**src/rtl/space_pkg.sv**
```systemverilog
// Shared constants for the button-conditioning path: channel indices and
// production debounce/cooldown defaults used by btn_cond.
package space_pkg;

  localparam int BTN_LEFT  = 0;
  localparam int BTN_RIGHT = 1;
  localparam int BTN_FIRE  = 2;
  localparam int NUM_BTN   = 3;

  // 10 ms debounce and 50 ms fire cooldown at 50 MHz
  localparam int DB_LIMIT_DEF = 500000;
  localparam int DB_W_DEF     = 19;
  localparam int FIRE_GAP_DEF = 2500000;
  localparam int GAP_W_DEF    = 22;

endpackage

```
**src/rtl/btn_debounce.sv**
```systemverilog
// One button channel: two-flop synchroniser followed by a counter that accepts
// a new level only after DB_LIMIT consecutive samples that differ from the current one.
module btn_debounce #(
  parameter int DB_LIMIT = 500000,
  parameter int DB_W     = 19
) (
  input  logic clk,
  input  logic reset,
  input  logic raw_i,
  output logic stable_o
);

  localparam logic [DB_W-1:0] CNT_LAST = DB_W'(DB_LIMIT - 1);

  logic            sync1_q, sync2_q;
  logic            stable_q, stable_d;
  logic [DB_W-1:0] cnt_q, cnt_d;

  // Any sample that matches the current level restarts the count from zero.
  always_comb begin
    stable_d = stable_q;
    cnt_d    = '0;
    if (sync2_q != stable_q) begin
      if (cnt_q == CNT_LAST) begin
        stable_d = sync2_q;
      end else begin
        cnt_d = cnt_q + 1'b1;
      end
    end
  end

  always_ff @(posedge clk or posedge reset) begin
    if (reset) begin
      sync1_q  <= 1'b0;
      sync2_q  <= 1'b0;
      stable_q <= 1'b0;
      cnt_q    <= '0;
    end else begin
      sync1_q  <= raw_i;
      sync2_q  <= sync1_q;
      stable_q <= stable_d;
      cnt_q    <= cnt_d;
    end
  end

  assign stable_o = stable_q;

endmodule

```
**src/rtl/btn_cond.sv**
```systemverilog
// Button conditioning: per-channel sync/debounce, left/right conflict masking and a
// rate-limited one-cycle fire strobe. Define FIRE_AUTO_REPEAT_EN for repeat-while-held fire.
module btn_cond
  import space_pkg::*;
#(
  parameter int DB_LIMIT = DB_LIMIT_DEF,
  parameter int DB_W     = DB_W_DEF,
  parameter int FIRE_GAP = FIRE_GAP_DEF,
  parameter int GAP_W    = GAP_W_DEF
) (
  input  logic       clk,
  input  logic       reset,
  input  logic       btn_left,
  input  logic       btn_right,
  input  logic       btn_fire,
  output logic       move_left,
  output logic       move_right,
  output logic       fire_pulse,
  output logic [2:0] btn_state
);

  localparam logic [GAP_W-1:0] GAP_LOAD = GAP_W'(FIRE_GAP);

  logic [NUM_BTN-1:0] raw;
  logic [NUM_BTN-1:0] stable;
  logic               fire_prev_q;
  logic               fire_pulse_q, fire_pulse_d;
  logic [GAP_W-1:0]   cd_q, cd_d;
  logic               fire_rise;
  logic               fire_want;

  assign raw[BTN_LEFT]  = btn_left;
  assign raw[BTN_RIGHT] = btn_right;
  assign raw[BTN_FIRE]  = btn_fire;

  for (genvar g = 0; g < NUM_BTN; g++) begin : g_db
    btn_debounce #(
      .DB_LIMIT (DB_LIMIT),
      .DB_W     (DB_W)
    ) u_db (
      .clk      (clk),
      .reset    (reset),
      .raw_i    (raw[g]),
      .stable_o (stable[g])
    );
  end

  assign fire_rise = stable[BTN_FIRE] & ~fire_prev_q;

`ifdef FIRE_AUTO_REPEAT_EN
  // Holding fire re-arms whenever the cooldown has fully drained.
  assign fire_want = stable[BTN_FIRE];
`else
  assign fire_want = fire_rise;
`endif

  // A request arriving during cooldown is dropped, never queued.
  always_comb begin
    fire_pulse_d = fire_want && (cd_q == '0);
    if (fire_pulse_d) begin
      cd_d = GAP_LOAD;
    end else if (cd_q != '0) begin
      cd_d = cd_q - 1'b1;
    end else begin
      cd_d = '0;
    end
  end

  always_ff @(posedge clk or posedge reset) begin
    if (reset) begin
      fire_prev_q  <= 1'b0;
      fire_pulse_q <= 1'b0;
      cd_q         <= '0;
    end else begin
      fire_prev_q  <= stable[BTN_FIRE];
      fire_pulse_q <= fire_pulse_d;
      cd_q         <= cd_d;
    end
  end

  assign move_left  = stable[BTN_LEFT] & ~stable[BTN_RIGHT];
  assign move_right = stable[BTN_RIGHT] & ~stable[BTN_LEFT];
  assign fire_pulse = fire_pulse_q;
  assign btn_state  = stable;

endmodule

```
**config.mk**
```make
export PLATFORM = sky130hd
export DESIGN_NAME = btn_cond
export DESIGN_NICKNAME = d
export VERILOG_FILES = /design/src/rtl/space_pkg.sv /design/src/rtl/btn_debounce.sv /design/src/rtl/btn_cond.sv
export SDC_FILE = /design/constraint.sdc
export NUM_CORES = 1
export LEC_CHECK = 0
export CAP_MARGIN = 0
export CORE_MARGIN = 2
export CORE_UTILIZATION = 55
export CTS_CLUSTER_DIAMETER = 80
export DETAILED_ROUTE_END_ITERATION = 10
export GPL_ROUTABILITY_DRIVEN = 0
export PLACE_DENSITY_LB_ADDON = 0.1
export SKIP_LAST_GASP = 1
export SYNTH_ARGS = -nofsm -noshare
export SYNTH_HDL_FRONTEND = slang
export SYNTH_HIERARCHICAL = 1
export SYNTH_SLANG_ARGS = --single-unit
```
**constraint.sdc**
```tcl
create_clock -name clk -period 4 [get_ports clk]
set_clock_uncertainty 0.15 [all_clocks]
set_input_delay 0.8 -clock clk [delete_from_list [all_inputs] [get_ports clk]]
set_output_delay 0.8 -clock clk [all_outputs]
set_load 0.02 [all_outputs]
```
==> metrics.txt, run 1 <==
Antenna Cells=0; Die Area=8860 um2; Post-synth EDFFs=0; endpoints failing setup=0; Hold Buf Count CTS=0; crit-path leading delay family=simple AND/OR/NAND/NOR gates; unrepaired setup endpoints after global routing=no; Post-Route Utilization=between 60% and 70%; vias in the first global route=3123; Setup Buffers After CTS=0; total power=between 1.5 and 2 mW; Buffers & Inverters on Critical Path=1; Finished Cell Area=a little under 5000 um2; initial antenna violation count=0; max_cap viols=0; Max Fanout on Critical Path=5; root buffer cell=clkbuf_8; CTS buffer count=9; synth unique cells=46; Die Span Y=94.1 um; Mapped Area=roughly 4500 um2; gate count after technology mapping=between 400 and 500; worst skew pair latency=360 ps; Initial Utilization=between 50% and 60%; worst path cell trace=inv_1, ha_1, nor3b_2, nand2_1, or4_4, or4_1, mux2_1; maximum clock rate=375 MHz; r2r startpoint=cd_q[0]; outcome=finished, final reports clean; # rows=32; slowest cell on the critical path=or4_4; Critical Path RT=roughly 4100 ps; leakage=between 2 and 2.5 nW; ratio of final minimum period to clock period=approximately two thirds; Least-Margin Pin Slew=between 800 and 900 ps; first-pass GRT wire length=approximately 15000 um; H-tree depth=3; Via density=approximately 5.7; PD cells=approximately 360 nW/um2; Initial DRT Pass Iterations=4; fillers=about 700; CTS tree=done; Synth Net Count=437; clock sinks=90; syn_area_per_cell=approximately 10 um2; chip width=around 94 um; largest stage delay on the critical path=approximately 460 ps; largest net degree at the start of global routing=25; register bit total from synthesis=90; fraction of registers with async set/reset=100%; worst rel slew slack=40.0%; via count=3071; Avg WL per Cell=between 10 and 15 um; final WL=between 8000 and 9000 um; # nets final=roughly 450; Core Region=7810 um2; final hold viol count=0; CP Capture Type=register; Longest Clk Path Bufs=2; Post-DRT Antenna Nets=0; Tmin final=about 2700 ps; setup_tns=0 ps; P&R area growth vs syn=8.15%; Hold Crit Class=register to register; total grt overflow=0; startpoint types=register; register area share after synthesis=between 50% and 60%; layout cells sized above 1=under 10%; Slew Viols, Final=0; hold_sp=g_db[0].u_db/sync1_q; Worst-path clk slew=approximately 90 ps; Main synth FF type=dfrtp_1; Critical Path AT=roughly 2800 ps; port bufs=10; DRC viols=0; DRT iter0 DRCs=~120; CP Class=register to register; peak supply drop=approximately 0.26 mV; Area after DPL=between 4000 and 5000 um2; crit path from=cd_q[0]; Yosys warning count=6; HPWL after detailed placement=5540 um; Resize count post-CTS=0; GRT Total Usage=20.9%; IO Count=11
-- cell usage after synthesis, types with 2 or more instances --
master,count,area [um2]
ha_1,5,62.6
nor3_1,8,40.0
o41ai_1,3,26.3
clkbuf_2,3,15.0
nor2b_1,2,12.5
and2_1,3,18.8
nand4b_1,6,52.6
clkbuf_1,4,15.0
nor2_1,71,267
buf_6,3,33.8
nor4_1,7,43.8
and4_1,6,52.6
and4_2,3,30.0
xor2_1,31,272
nor3_2,3,30.0
o21ai_0,4,20.0
a21bo_1,3,30.0
or4_4,4,45.0
buf_12,3,60.1
and3_1,10,62.6
a21oi_1,17,85.1
inv_1,8,30.0
or4_1,6,45.0
nand2_1,23,86.3
nand4_1,15,93.8
o31ai_1,4,30.0
xnor2_1,30,263
dfrtp_1,90,2250
nor3b_1,2,15.0
or4b_1,6,60.1
or2_1,3,18.8
mux2_4,3,45.0
nand3_1,23,115
or3_1,3,18.8
-- kinds of logic after synthesis --
group           synth area share, %
simple gates                   26.9
flops                          50.4
xor+xnor                       12.0
compound gates                 4.65
buf+inv                        3.44
fa+ha+maj                      1.40
mux                            1.26
-- final cells by class --
class                   instances  area, um2  area share (%)
inverters                       8       30.0           0.621
clock buffers                  12        155            3.21
flip-flops and latches         90       2250            46.6
repair buffers                 11        108            2.23
well taps                     102        128            2.64
clock inverters                 4       97.6            2.02
multi-input cells             316       2060            42.7
-- path summary, 6_finish.rpt --
path | to | slack (ps) | cells past startpoint
setup reg to reg | cd_q[20] | 1330 | 7
hold / removal | g_db[0].u_db/sync2_q | 190 | 0
max in group asynchronous | cd_q[4] | 2240 | 2
min in group asynchronous | g_db[2].u_db/cnt_q[7] | 860 | 2
setup / recovery | cd_q[20] | 1330 | 7
hold reg to reg | g_db[0].u_db/sync2_q | 190 | 0
-- registers in the layout (all words and copies together), names as in the netlist --
register / flops
fire_pulse: 1
fire_prev_q: 1
g_db.u_db/stable_o: 3
g_db.u_db/cnt_q: 57
g_db.u_db/sync2_q: 3
cd_q: 22
g_db.u_db/sync1_q: 3
-- cell usage in the layout, fill, tap and decap left out, types with 2 or more instances in the layout --
cell type,n
o21ai_0,4
nand4_1,15
inv_1,8
a21oi_1,17
nor3_2,3
nand4b_1,6
mux2_4,3
nor4_1,7
and4_2,3
nand2_1,23
or4_1,6
and2_1,3
and3_1,10
nor2_1,71
a21bo_1,3
nor3_1,8
bufinv_16,3
nand3_1,23
xor2_1,31
nor2b_1,2
clkdlybuf4s50_1,10
clkbuf_8,11
and4_1,6
or2_1,3
xnor2_1,30
or4_4,4
o31ai_1,4
o41ai_1,3
or3_1,3
dfrtp_1,90
or4b_1,6
ha_1,5
nor3b_1,2
-- layer usage --
| metal | wire, um | GRT usage [%] | up-vias |
|---|---|---|---|
| li1 | - | - | 1526 |
| met5 | 0 | 0 | - |
| met2 | 3640 | 32.1 | 42 |
| met4 | 159 | 8.94 | 0 |
| met3 | 188 | 2.97 | 12 |
| met1 | 4110 | 29.7 | 1491 |
-- per-stage QoR --
stage               cells  hold slack, ps  worst slack [ps]
global route          543             205              1100
detailed placement    527             185              1340
floorplan             427             181              1530
finish                543             192              1330
CTS                   543             196              1320
global placement      527             182              1440
-- report_power, final --
| group | leakage (nW) | total, mW | switching [mW] | internal, mW |
|---|---|---|---|---|
| Combinational | 0.882 | 0.0449 | 0.0322 | 0.0127 |
| Sequential | 1.24 | 0.929 | 0.00940 | 0.919 |
| Clock | 0.123 | 0.763 | 0.313 | 0.450 |
No activity file was read; power rests on OpenSTA's default activity.
==> run 2, diff against run 1 <==
==> constraint.sdc (replaced) <==
create_clock -name clk -period 2.4 [get_ports clk]
set_clock_uncertainty 0.15 [all_clocks]
set_input_delay 0.48 -clock clk [delete_from_list [all_inputs] [get_ports clk]]
set_output_delay 0.48 -clock clk [all_outputs]
set_load 0.02 [all_outputs]
==> metrics.txt, run 2 (synthesis gave the netlist of run 1 again) <==
total power=2.56 mW; r2r startpoint=cd_q[9]; max reg flops=57; outcome=finished, final reports clean; unrepaired setup endpoints after global routing=yes; Least-Margin Pin Slew=approximately 360 ps; most flop-heavy register=g_db.u_db/cnt_q; Hold Crit Class=register to register; Largest regs=g_db.u_db/cnt_q (57), cd_q (22); met3 routed WL=around 220 um; Worst Hold End=g_db[0].u_db/sync2_q; commonest non-fill, non-tap cell in the layout=dfrtp_1; setup_tns=0 ps; maximum clock rate=~420 MHz; Initial Utilization=a little under three fifths; Die Span Y=between 90 and 100 um; Worst-path clk slew=about 80 ps; startpoint types=register; worst rel slew slack=between 70% and 80%; HPWL after detailed placement=about 5700 um; P&R area growth vs syn=11.6%; root buffer cell=clkbuf_8; Buffers & Inverters on Critical Path=0; Area after DPL=between 4000 and 5000 um2; Critical Path RT=2500 ps; Max Fanout on Critical Path=2; Die Area=8860 um2; GRT Total Usage=20.5%; dpl ws=around 52 ps; chip width=roughly 94 um; CP Class=register to register; CTS tree=done; crit-path leading delay family=simple AND/OR/NAND/NOR gates; ratio of final minimum period to clock period=a little over nine tenths; vias in the first global route=3117; peak supply drop=0.295 mV; layout cells sized above 1=15.2%; Via density=~5.6; Tmin final=~2400 ps; Min Hold Slack=~200 ps; Avg WL per Cell=between 10 and 15 um; most frequent CP cell=or4_4; Placed Instances=548; clock sinks=90; top sig layer=met4; largest stage delay on the critical path=500 ps; post-route met1 wirelength=4130 um; initial antenna violation count=0; IO Count=11; Finished Cell Area=around 5000 um2; endpoints failing setup=0; fin cells=~570; H-tree depth=3; DRT iter0 DRCs=between 100 and 150; hold_sp=g_db[0].u_db/sync1_q; max_cap viols=0; worst skew pair latency=~360 ps; fillers=662; reg2reg end=cd_q[20]; via count=3169; sequential cell area=between 2000 and 2500 um2; Core Region=roughly 8000 um2; Initial DRT Pass Iterations=4; hold path cells=0; final hold viol count=0; PD cells=roughly 510 nW/um2; DR WL met2=around 3700 um; DRC viols=0; worst r2r path cells=5; # nets final=about 470; largest net degree at the start of global routing=25; Post-Route Utilization=between 60% and 70%; CP Capture Type=register; Longest Clk Path Bufs=2; # rows=32; total grt overflow=0; final WL=between 8000 and 9000 um; Setup WS post-layout=roughly 39 ps; Antenna Cells=0; most frequent cells in the layout=dfrtp_1, nor2_1, xor2_1; Slew Viols, Final=0; Multi-input gate area=between 2000 and 2500 um2; Post-DRT Antenna Nets=0; leakage=about 2.3 nW; worst path cell trace=nor4_4, nand3_2, or4_4, or4_4, mux2_4; slowest cell on the critical path=or4_4; reg2reg setup slack=approximately 39 ps; port bufs=10; Critical Path AT=roughly 2500 ps; CTS buffer count=9; first-pass GRT wire length=~14000 um
==> run 2: changes by cell type in the layout (fill, tap and decap cells not counted), sizes merged <==
cell / before / now
buf: 1 / 27
clkinv: 0 / 5
bufinv: 3 / 0
clkbuf: 12 / 10
==> run 2: worst max path at each step <==
| stage | cells past startpoint | end | startpoint |
|---|---|---|---|
| floorplan | 7 | cd_q[20] | cd_q[0] |
| global placement | 5 | cd_q[20] | cd_q[6] |
| detailed placement | 7 | cd_q[20] | cd_q[0] |
| CTS | 7 | cd_q[20] | cd_q[0] |
| global route | 7 | cd_q[20] | cd_q[1] |
| finish | 5 | cd_q[20] | cd_q[9] |
==> run 2: report_power, final <==
group,switching [mW],internal [mW]
Clock,0.524,0.395
Sequential,0.0157,1.53
Combinational,0.0560,0.0327
Total,0.595,1.96
==> run 2: worst register-to-register path, cell delays in order, from the launching register on <==
cell	delay, ps
dfrtp_1	410
nor4_4	340
nand3_2	110
or4_4	500
or4_4	440
mux2_4	310
==> run 2: final cells by class <==
type	count	area share, %
clock buffers	10	2.76
well taps	102	2.56
inverters	8	0.602
flip-flops and latches	90	45.2
multi-input cells	316	41.9
clock inverters	6	0.652
repair buffers	37	6.32
==> run 2: routing by layer <==
| layer | track usage (%) | vias up |
|---|---|---|
| li1 | - | 1564 |
| met3 | 3.45 | 9 |
| met4 | 7.61 | 0 |
| met5 | 0 | - |
| met1 | 29.6 | 1555 |
| met2 | 31.3 | 41 |
==> run 2: timing repair <==
action,in CTS,in global routing
setup endpoints to repair,0,9
gates resized for setup,0,7
hold buffers,0,0
setup buffers,0,5
==> run 3, diff against run 2 <==
--- a/config.mk
+++ b/config.mk
@@ -11,8 +11,10 @@
 export CTS_CLUSTER_DIAMETER = 80
 export DETAILED_ROUTE_END_ITERATION = 10
 export GPL_ROUTABILITY_DRIVEN = 0
+export GPL_TIMING_DRIVEN = 0
 export PLACE_DENSITY_LB_ADDON = 0.1
 export SKIP_LAST_GASP = 1
+export SLEW_MARGIN = 20
 export SYNTH_ARGS = -nofsm -noshare
 export SYNTH_HDL_FRONTEND = slang
 export SYNTH_HIERARCHICAL = 1
==> metrics.txt, run 3 (synthesis gave the netlist of run 1 again) <==
outcome=finished, violations left; failing checks=setup timing; ratio of final minimum period to clock period=102%; max reg flops=57; P&R area growth vs syn=14.0%; GRT Total Usage=between 20% and 30%; endpoints failing setup=1; Longest Clk Path Bufs=2; layout cells sized above 1=between 10% and 20%; via count=3213; Avg WL per Cell=roughly 15 um; Die Area=~8900 um2; Internal Pwr Total=between 2 and 2.5 mW; Setup WS post-layout=-43.0 ps; crit path from=cd_q[1]; root buffer cell=clkbuf_8; IO Count=11; Slew Viols, Final=0; DRC viols=0; # nets final=between 400 and 500; Die Span Y=roughly 94 um; Critical Path RT=about 2500 ps; worst r2r path cells=7; Antenna Cells=0; Critical Path AT=between 2000 and 3000 ps; leakage=~2.4 nW; CP Class=register to register; worst path cell trace=inv_2, ha_4, nor3b_4, nand2_2, or4_4, or4_4, mux2_4; switch share=a little over a fifth; most frequent cells in the layout=dfrtp_1, nor2_1, xor2_1; Hold Crit Class=register to register; crit path to=cd_q[20]; fillers=about 650; Post-DRT Antenna Nets=0; clock sinks=90; Via density=between 5 and 6; largest net degree at the start of global routing=25; chip width=between 90 and 100 um; Logic pwr share=around 3.2%; unrepaired setup endpoints after global routing=yes; Initial Utilization=57.2%; final hold viol count=0; first-pass GRT wire length=between 10000 and 15000 um; commonest non-fill, non-tap cell in the layout=dfrtp_1; DRT iter0 DRCs=about 110; peak supply drop=approximately 0.29 mV; Worst-path clk slew=approximately 100 ps; total grt overflow=0; Initial DRT Pass Iterations=4; power share of the clock group=43.0%; CTS buffer count=9; setup_tns=-43.0 ps; port bufs=10; r2r startpoint=cd_q[1]; Tmin final=2440 ps; max_cap viols=0; worst rel slew slack=roughly 40%; CTS tree=done; Least-Margin Pin Slew=between 800 and 900 ps; # rows=32; final WL=between 8000 and 9000 um; most flop-heavy register=g_db.u_db/cnt_q; P_sw=0.620 mW; largest stage delay on the critical path=500 ps; initial antenna violation count=0; HPWL after detailed placement=5730 um; maximum clock rate=409 MHz; sequential share of power=53.8%; CP Capture Type=register; Core Region=approximately 7800 um2; PD cells=around 560 nW/um2; vias in the first global route=3210; startpoint types=register; slowest cell on the critical path=or4_4; Max Fanout on Critical Path=2; H-tree depth=3; Largest regs=g_db.u_db/cnt_q (57), cd_q (22); most frequent CP cell=or4_4; worst skew pair latency=between 300 and 400 ps; Post-Route Utilization=~65%; dpl ws=-249 ps; reg2reg setup slack=-40 ps; reg2reg end=cd_q[20]
==> run 3: cell count changes in the layout (fill, tap and decap cells not counted), sizes merged <==
cell,delta
buf,-9
clkinv,-4
bufinv,+3
clkinvlp,+2
clkbuf,+6
==> run 3: through the flow <==
stage / cell area, um2 / hold WS [ps] / instances / power, mW
floorplan: 4480 / 181 / 427 / 1.64
global placement: 4700 / 183 / 539 / 1.67
detailed placement: 4700 / 185 / 539 / 1.67
CTS: 5030 / 204 / 564 / 2.91
global route: 5090 / 212 / 567 / 2.98
finish: 5090 / 203 / 567 / 2.88
==> run 3: worst min path at each step <==
stage / cells after the start / endpoint / slack (ps) / startpoint
5_1_grt: 0 / g_db[1].u_db/sync2_q / 210 / g_db[1].u_db/sync1_q
4_1_cts: 0 / g_db[1].u_db/sync2_q / 200 / g_db[1].u_db/sync1_q
3_5_place_dp: 0 / g_db[1].u_db/sync2_q / 180 / g_db[1].u_db/sync1_q
2_1_floorplan: 0 / g_db[0].u_db/sync2_q / 180 / g_db[0].u_db/sync1_q
3_3_place_gp: 0 / g_db[0].u_db/sync2_q / 180 / g_db[0].u_db/sync1_q
6_report: 0 / g_db[1].u_db/sync2_q / 200 / g_db[1].u_db/sync1_q
==> run 3: timing repair <==
item | 4_1_cts | 5_1_grt
cloned | 0 | 0
hold buffers | 0 | 0
gates resized for setup | 5 | 9
buffers inserted | 9 | 3
endpoints found under the setup margin | 20 | 20
pin swaps | 3 | 3
==> run 3: power groups by stage <==
stage               clock, mW  combinational [mW]  sequential (mW)
floorplan                   0              0.0699             1.57
global placement            0              0.0944             1.58
detailed placement          0              0.0959             1.58
CTS                      1.26              0.0961             1.55
global route             1.32               0.106             1.55
finish                   1.24              0.0924             1.55
==> run 3: critical path, delay by kind of cell, from the launching register on <==
family                     cells  cell delay [ps]
and+or+nand+nor                4             1240
DFF                            1              410
muxes                          1              310
adders and majority gates      1              130
buffers and inverters          1               90
==> run 3: final cells by class <==
type	count	area [um2]	area share [%]
well taps	102	128	2.51
multi-input cells	316	2120	41.7
inverters	8	30.0	0.590
repair buffers	22	190	3.73
flip-flops and latches	90	2250	44.3
plain buffers	13	125	2.46
clock buffers	9	124	2.43
clock inverters	7	118	2.31
==> run 3: per-layer routing <==
layer  track usage (%)  share of wire, %  vias to the layer above
li1                  -                 -                     1565
met1              31.0                50                     1595
met2              32.9                47                       44
met3              2.89               2.3                        9
met4              7.61               1.3                        0
met5                 0                 0                        -
==> RTL edit 1, RTL diff (config.mk and constraints of run 2) <==
Build with the macro `FIRE_AUTO_REPEAT_EN` defined.
--- a/src/rtl/btn_cond.sv
+++ b/src/rtl/btn_cond.sv
@@ -1,5 +1,7 @@
 // Button conditioning: per-channel sync/debounce, left/right conflict masking and a
 // rate-limited one-cycle fire strobe. Define FIRE_AUTO_REPEAT_EN for repeat-while-held fire.
+`define FIRE_AUTO_REPEAT_EN
+
 module btn_cond
   import space_pkg::*;
 #(
Function: same outputs for any inputs over 10 cycles, from zero or initial values and one cycle with reset high; that may be too few to reach the edited logic, so the function may still have changed.
==> RTL edit 1 against run 2 <==
- total power is 0.48% lower
- sequential cell count fell by 1
- largest power group unchanged
- design area decreased by 2.9%
- combinational power decreased by 5.7%
- area after synthesis up 0.53%
- worst setup slack better by 120 ps
- clock power grew 1%
- wire length down 2.1%
==> RTL edit 1: results (changes against run 2) <==
| Metric | Value |
|---|---|
| Multi-input combinational gate total | `317 (+0.32%)` |
| Sequential area share after synthesis | `49.58% (-0.82 points)` |
| Post-place setup slack | `332.4 ps (+280.2 ps)` |
| Multi-input logic area | `2097 µm² (+0.24%)` |
| Worst Hold Launch | `g_db[1].u_db/sync1_q$_DFF_PP0_` |
| Kind of cell adding the most delay to the critical path | `buffers and inverters` |
| Max VDD drop | `0.3498 mV (+19%)` |
| Switching Fraction | `24.19% (+0.89 points)` |
| Met1 GRT Util | `28.64% (-0.97 points)` |
| Buffering overhead | `3.772% (-2.6 points)` |
| Met2 Usage GRT | `32.74% (+1.5 points)` |
| Post-Synth Adder-Cell Area | `1.393% (-0.0074 points)` |
| Fraction of area in clock buffers and inverters | `3.694% (+0.28 points)` |
| Post-Route WL | `7988 µm (-2.1%)` |
| Nets | `456 (-3.4%)` |
| Clk_buf instances | `9 (-1)` |
| Status | `complete, no violations` |
| Top post-synthesis cells by count | `89 x dfrtp_1, 69 x nor2_1, 32 x xor2_1` |
| Met3 usage | `4.070% (+0.62 points)` |
| GRT Resource Usage Total | `20.52% (about the same)` |
| Initial DRC Count | `113 (-16%)` |
| Cell area after layout | `4843 µm² (-2.9%)` |
| Worst EP arrival | `1610 ps (-850 ps)` |
| Critical R2R Launch | `g_db[1].u_db/cnt_q[11]$_DFF_PP0_` |
| Post-synthesis cell type count | `48 (+4.3%)` |
| Crit-path max FO | `5 (+3)` |
| Post-Syn Nets | `439 (+0.46%)` |
| Post-synthesis mux area share | `1.253% (-0.0067 points)` |
| Via density | `5.595 (+0.46%)` |
| Crit path to | `move_right` |
| Largest net degree at the start of global routing | `24 (-4.0%)` |
| Leakage | `2.220 nW (-5.3%)` |
| Most area-consuming cells after synthesis | `dfrtp_1 50%, xor2_1 6.2%, nor2_1 5.8%` |
| Final hold slack | `204.9 ps (+1.808 ps)` |
| Vias in the first global route | `3169 (+1.7%)` |
| Actual slew at the worst max-slew pin | `497.6 ps (+134.8 ps)` |
| First-pass GRT wire length | `14540 µm (+0.86%)` |
| DP Area | `4664 µm² (-2.0%)` |
| Flop2flop setup slack | `350 ps (+310 ps)` |
| Post-synthesis compound-gate area fraction | `4.708% (+0.059 points)` |
RTL edit 1: changes by cell type after synthesis, sizes merged, moves of 2 or more:
cell,delta
xnor2,-2
buf,+3
or4,-3
nor3,+4
nor4,+2
RTL edit 1: layer usage:
layer,vias up,part of all wire (%)
met4,0,1.2
met1,1491,49
met3,9,2.2
met2,50,48
met5,-,0
li1,1544,-
RTL edit 1: power groups by stage:
| stage | sequential (mW) | combinational, mW | clock [mW] |
|---|---|---|---|
| 4_1_cts | 1.53 | 0.0869 | 0.968 |
| 5_1_grt | 1.53 | 0.0997 | 1.04 |
| 6_report | 1.53 | 0.0836 | 0.929 |
| 3_3_place_gp | 1.56 | 0.0858 | 0 |
| 2_1_floorplan | 1.56 | 0.0696 | 0 |
| 3_5_place_dp | 1.56 | 0.0866 | 0 |
==> RTL edit 2, RTL diff (flow settings as in run 2) <==
Made on the original files. `cd_q` no longer has a reset.
--- a/src/rtl/btn_cond.sv
+++ b/src/rtl/btn_cond.sv
@@ -70,12 +70,14 @@
     if (reset) begin
       fire_prev_q  <= 1'b0;
       fire_pulse_q <= 1'b0;
-      cd_q         <= '0;
     end else begin
       fire_prev_q  <= stable[BTN_FIRE];
       fire_pulse_q <= fire_pulse_d;
-      cd_q         <= cd_d;
     end
+  end
+
+  always_ff @(posedge clk) begin
+    cd_q <= cd_d;
   end
 
   assign move_left  = stable[BTN_LEFT] & ~stable[BTN_RIGHT];
Behaviour: no difference found for any inputs over 10 cycles, from zero or initial values and one cycle with reset high; that may be too few to reach the edited logic, so the function may still have changed.
==> RTL edit 2 against run 2 <==
- utilization down 2.3 points
- combinational power shrank 12%
- sequential cell count did not move
- area after synthesis shrank 1.8%
- design area is 4.6% lower
- worst setup slack better by 210 ps
- register-to-register slack improved by 240 ps
- wire length shrank 6.0%
- total power rose by 1.4%
- critical path type is now reg2out
==> RTL edit 2: results (changes against run 2) <==
| Metric | Value |
|---|---|
| Nets | `456 (-3.4%)` |
| Placed Cells | `538 (-1.8%)` |
| Worst Hold Launch | `g_db[1].u_db/sync1_q$_DFF_PP0_` |
| Post-Route WL | `7672 µm (-6.0%)` |
| Switching Fraction | `22.00% (-1.3 points)` |
| Max VDD drop | `0.3686 mV (+25%)` |
| Met1 GRT Util | `28.05% (-1.6 points)` |
| Post-Syn Nets | `440 (+0.69%)` |
| Worst EP arrival | `1520 ps (-940 ps)` |
| Fmax | `0.4653 GHz (+9.9%)` |
| Hold Path Sink | `g_db[1].u_db/sync2_q$_DFF_PP0_` |
| Final hold slack | `205.9 ps (+2.859 ps)` |
| Status | `complete, no violations` |
| Post-place setup slack | `274.7 ps (+222.5 ps)` |
| Clock power frac | `37.5% (+1.5 points)` |
| Critical R2R Launch | `cd_q[0]$_SDFF_PP0_` |
| Crit path to | `move_right` |
| WL per Instance | `13.85 µm (-3.5%)` |
| Async set or reset register ratio after synthesis | `75.56% (-24 points)` |
| Vias in the first global route | `3039 (-2.5%)` |
| Flop2flop setup slack | `280 ps (+240 ps)` |
| Fillers | `657 (-0.76%)` |
| First-pass GRT wire length | `13900 µm (-3.6%)` |
| Source of the critical timing path | `g_db[1].u_db/stable_o$_DFFE_PP0P_` |
| Top post-synthesis cells by count | `68 x dfrtp_1, 66 x nor2_1, 30 x xor2_1` |
| Slowest cell delay on critical path | `600 ps (+100 ps)` |
| Via density | `5.679 (+2.0%)` |
| Largest net degree at the start of global routing | `23 (-8.0%)` |
| Initial DRC Count | `128 (-5.2%)` |
| Slew headroom | `69.84% (-5.7 points)` |
| Post-synthesis compound-gate area fraction | `6.015% (+1.4 points)` |
| Routed length on met3 | `257 µm (+17%)` |
| Sequential area share after synthesis | `48.80% (-1.6 points)` |
| GRT Resource Usage Total | `19.67% (-0.86 points)` |
| Kind of cell adding the most delay to the critical path | `buffers and inverters` |
| Share of cells above drive strength 1 | `10.40% (-4.8 points)` |
| Met3 usage | `4.512% (+1.1 points)` |
| Most area-consuming cells after synthesis | `dfrtp_1 39%, dfxtp_1 10%, xor2_1 6.0%` |
| Post-detail-place hpwl | `5392 µm (-6.2%)` |
| RR Endpoint | `cd_q[10]$_SDFF_PP1_` |
| Post-Synth Adder-Cell Area | `1.140% (-0.26 points)` |
| Wire length on met2 | `3451 µm (-6.6%)` |
| Leakage | `1.949 nW (-17%)` |
==> RTL edit 2: cell count changes after synthesis, sizes merged, moves of 3 or more <==
| cell | before | now |
|---|---|---|
| dfrtp | 90 | 68 |
| dfxtp | 0 | 22 |
| or3 | 4 | 10 |
| xnor2 | 30 | 24 |
| nor2 | 71 | 66 |
| o31ai | 4 | 8 |
| buf | 6 | 9 |
| nor3b | 3 | 0 |
==> RTL edit 2: layout make-up <==
| class | count | area share, % |
|---|---|---|
| sequential | 90 | 45.01 |
| multi-input combinational | 320 | 43.90 |
| timing repair buffer | 20 | 3.943 |
| clock buffer | 13 | 3.549 |
| tap | 102 | 2.681 |
| inverter | 6 | 0.4732 |
| clock inverter | 3 | 0.4469 |
==> RTL edit 2: through the flow <==
stage          instance area, µm²  power [mW]
2_1_floorplan                4389       1.634
3_3_place_gp                 4569       1.653
3_5_place_dp                 4569       1.653
4_1_cts                      4760       2.635
5_1_grt                      4760       2.717
6_report                     4760       2.591
